## config.mk

```make
export PLATFORM = sky130hd
export DESIGN_NAME = tap_line
export DESIGN_NICKNAME = d
export VERILOG_FILES = /design/src/rtl/tap_line.sv
export SDC_FILE = /design/constraint.sdc
export NUM_CORES = 1
export LEC_CHECK = 0
export ABC_AREA = 1
export CORE_ASPECT_RATIO = 0.8
export CORE_MARGIN = 2
export CORE_UTILIZATION = 40
export DETAILED_ROUTE_END_ITERATION = 6
export PLACE_DENSITY_LB_ADDON = 0.1
export SLEW_MARGIN = 20
export SYNTH_ARGS = -nofsm -noshare
export SYNTH_HDL_FRONTEND = slang
export SYNTH_SLANG_ARGS = --single-unit
```

## constraint.sdc

```tcl
create_clock -name i_clk -period 2.9 [get_ports i_clk]
set_clock_uncertainty 0.05 [all_clocks]
set_input_delay 0.58 -clock i_clk [delete_from_list [all_inputs] [get_ports i_clk]]
set_output_delay 0.58 -clock i_clk [all_outputs]
set_load 0.01 [all_outputs]
```

## src/rtl/tap_line.sv

```systemverilog
// Sliding tap window feeding a downstream FIR: newest sample at element 0,
// with fill tracking and decimated "new window" pulses once the line is full.
module tap_line #(
  parameter int BITS_PER_ELEM = 8,
  parameter int NUM_ELEM      = 7,
  parameter int DECIMATE      = 1
) (
  input  logic                              i_clk,
  input  logic                              i_rst_n,
  input  logic                              i_sample_valid,
  input  logic [BITS_PER_ELEM-1:0]          i_sample,
  input  logic                              i_flush,
  output logic [NUM_ELEM*BITS_PER_ELEM-1:0] o_taps,
  output logic                              o_taps_valid,
  output logic [$clog2(NUM_ELEM+1)-1:0]     o_fill,
  output logic                              o_full
);

  // state | meaning
  // FILL  | fewer than NUM_ELEM valid elements held, dec_cnt held at 0
  // RUN   | window full, pulses gated by the decimation counter
  localparam int FW = $clog2(NUM_ELEM+1);
  localparam logic [0:0] FILL = 1'b0;
  localparam logic [0:0] RUN  = 1'b1;

  logic [0:0]               state;
  logic [FW-1:0]            fill;
  logic [7:0]               dec_cnt;
  logic [7:0]               dec_next;
  logic                     taps_valid;
  logic [BITS_PER_ELEM-1:0] taps [NUM_ELEM];

  // DECIMATE is at most 255, so an 8-bit counter covers every legal setting.
  always_comb begin
    dec_next = dec_cnt + 8'd1;
    if (dec_cnt == 8'(DECIMATE-1))
      dec_next = 8'd0;
  end

  always_ff @(posedge i_clk) begin
    if (!i_rst_n || i_flush) begin
      state      <= FILL;
      fill       <= '0;
      dec_cnt    <= 8'd0;
      taps_valid <= 1'b0;
      for (int k = 0; k < NUM_ELEM; k++)
        taps[k] <= '0;
    end else begin
      taps_valid <= 1'b0;
      if (i_sample_valid) begin
        taps[0] <= i_sample;
        for (int k = 1; k < NUM_ELEM; k++)
          taps[k] <= taps[k-1];
        if (state == FILL) begin
          // dec_cnt is 0 throughout FILL, so the completing sample always pulses.
          if (fill == FW'(NUM_ELEM-1)) begin
            state      <= RUN;
            fill       <= FW'(NUM_ELEM);
            taps_valid <= 1'b1;
            dec_cnt    <= dec_next;
          end else begin
            fill <= fill + FW'(1);
          end
        end else begin
          taps_valid <= (dec_cnt == 8'd0);
          dec_cnt    <= dec_next;
        end
      end
    end
  end

  for (genvar k = 0; k < NUM_ELEM; k++) begin : g_taps
    assign o_taps[BITS_PER_ELEM*k +: BITS_PER_ELEM] = taps[k];
  end

  assign o_taps_valid = taps_valid;
  assign o_fill       = fill;
  assign o_full       = (fill == FW'(NUM_ELEM));

endmodule

```

==> reports/metrics.csv <==
metric,value,unit
slew margin rel.,0.773,
reg2reg start,o_fill[0],
CP startpoint,o_fill[0],
Antenna Violating Nets Remaining,0,
Most Frequent Cell on Critical Path,ha_1,
GPL Wtd Cong,0.778,
Post-synth top flop,edfxtp_1,
r2r setup slk,1.35,ns
Synth area leaders,"edfxtp_1, inv_1, dfxtp_1, nor2_1, nand2_1",
post-CTS setup buffer count,0,
clock slew at reported path FFs,0.07,ns
Critical Path Stages,3,
setup TNS,0,ns
crit path cell chain,"ha_1, ha_1, clkdlybuf4s50_1",
total wire length,4880,um
Pwr Density,545,nW/um^2
CP startpoint kind,flop,
via/cell ratio,4.29,
syn avg cell area,10.3,sq um
layout cell share with drive strength beyond 1,0.0616,
Tcrit/Tclk final,0.749,
fmax,460,MHz
LEAKAGE,1.50,nW
Final WS setup,0.727,ns
vias,1904,
crit end category,output pin,
Synth Warn #,0,
Critical Path Fanout Max,5,
CP Capture Point,o_full,
final net count,369,
CP arrival,1.54,ns
Syn Nets,290,
unrepaired setup endpoints after global routing,no,
initial antenna violation count,0,
CTS Buf Count,9,
vias in the first global route,1703,
IO Count,73,
Placed Instances,428,
core area,6860,sq um
Clock Tree Buf Depth,2,
Clk pwr share,0.387,
Sink Count,69,
"non-filler cells, final",444,
Min Hold Slack,0.439,ns
"EDFF count, synth",56,
hold crit path type,reg -> reg,
GRT overflow,0,
crit-path max cell delay,0.53,ns
Resize count post-CTS,0,
Yosys top cell by area,edfxtp_1,
Initial Util,0.412,
top-count cell post-synth,inv_1,
worst setup path category,reg -> out,
Internal,1.68,mW
RR Endpoint,dec_cnt[5],
"Distinct cells, synth",22,
Gate power share,0.078,
drt pass-1 iters,4,
Hold Buf Count CTS,0,
Die Y,79.2,um
Crit-path slowest cell,clkdlybuf4s50_1,
global-route wire length before repair,7970,um
row cnt,27,
Netlist Area Pre-Place,2830,sq um
Routed WL per cell,11.0,um
top cell type's share of synthesized area,0.595,
largest net degree at the start of global routing,57,
pre-CTS WS,0.581,ns
CTS root buf,clkbuf_8,
"Slew Viols, Final",0,
Slew @ Worst Pin,0.340,ns
net switching power,0.425,mW
H-tree Lvls,3,
status,completed,
asr flop ratio synth,0,
final core occ,0.563,
Flop pwr share,0.535,
fin crit period,2.17,ns
depth of the most critical reg-to-reg path,10,
Buffers on Ports,72,
DP HPWL,3270,um
"Hold Vio Cnt, Final",0,
worst skew pair latency,0.33,ns
# DRC,0,
switching share of power,0.202,
setup violators final,0,
GR Util All Layers,0.135,
Die ar.,7760,sq um
DR iter-0 viols,98,
Crit path required time,2.27,ns
Worst Path Buf+Inv,1,
n_diodes,0,
CTS tree,built,
Mapped Cells,273,
Die W,98.0,um
VDD IR max,0.293,mV
P&R area growth vs syn,36.8,%
most frequent cells after synthesis,"inv_1, nor2_1, edfxtp_1",
Top Family by Delay on Critical Path,buffers and inverters,
Max Cap Violations,0,
post-synthesis sequential area ratio,0.687,
Yosys reg bits,69,
[kinds of logic (layout without fill, tap and decap cells)]
family                   Yosys count  count (layout)  share of synthesized area
AND/OR/NAND/NOR                  101             101                      0.143
XOR/XNOR                           1               1                    0.00310
AO/OA/AOI/OAI                     17              17                     0.0319
buffers and inverters             80             164                      0.113
flip-flops                        69              69                      0.687
adder cells (fa/ha/maj)            5               5                     0.0221
[layer usage]
metal  GRT usage  share of wire
met5           0              0
met3      0.0827          0.091
met4      0.0417         0.0059
met2       0.194           0.47
met1       0.170           0.43
[metrics by stage]
stage / power [mW] / area (sq um)
3_5_place_dp: 1.31 / 3660
2_1_floorplan: 1.21 / 2830
5_1_grt: 2.20 / 3860
6_report: 2.10 / 3860
3_3_place_gp: 1.31 / 3660
4_1_cts: 2.14 / 3860
[layout make-up]
cell class              count  area [sq um]
repair buffers             74           761
clock inverters             4          72.6
inverters                  74           278
multi-input cells         124           567
fillers                   605          2990
flip-flops and latches     69          1940
well taps                  87           109
clock buffers              12           135
[worst min-delay path by stage]
| stage | start | depth (start not counted) | slack [ns] | end |
|---|---|---|---|---|
| after floorplan | state | 1 | 0.38 | o_taps_valid |
| after global placement | state | 1 | 0.42 | o_taps_valid |
| after detailed placement | state | 1 | 0.43 | o_taps_valid |
| after CTS | state | 1 | 0.44 | o_taps_valid |
| after global routing | state | 1 | 0.47 | o_taps_valid |
| final | state | 1 | 0.44 | o_taps_valid |
[power by group through the flow]
stage	Clock [mW]	Combinational (mW)	Sequential, mW
global placement	0	0.166	1.15
floorplan	0	0.0438	1.17
global route	0.888	0.179	1.13
detailed placement	0	0.167	1.15
CTS	0.843	0.168	1.13
finish	0.814	0.165	1.13
[cells in the final DEF, fill, tap and decap left out, drive strengths merged]
| master | Yosys | layout |
|---|---|---|
| a21oi | 7 | 7 |
| nand3 | 7 | 7 |
| o22ai | 1 | 1 |
| clkdlybuf4s50 | 0 | 72 |
| a31oi | 1 | 1 |
| clkbuf | 0 | 12 |
| nand2 | 21 | 21 |
| nor3 | 1 | 1 |
| bufinv | 0 | 2 |
| o21ai | 7 | 7 |
| clkinv | 0 | 1 |
| inv | 74 | 74 |
| nor2 | 70 | 70 |
| edfxtp | 56 | 56 |
| dfxtp | 13 | 13 |
| clkinvlp | 0 | 1 |
| nand4 | 1 | 1 |
| a22oi | 1 | 1 |
| ha | 5 | 5 |
| xor2 | 1 | 1 |
| buf | 6 | 2 |
| nand3b | 1 | 1 |
[state kept, by name (all words and copies together) (netlist names)]
name / flops
state: 1
dec_cnt: 8
o_taps_valid: 1
taps: 56
o_fill: 3
Power figures use the tool's default switching activity.
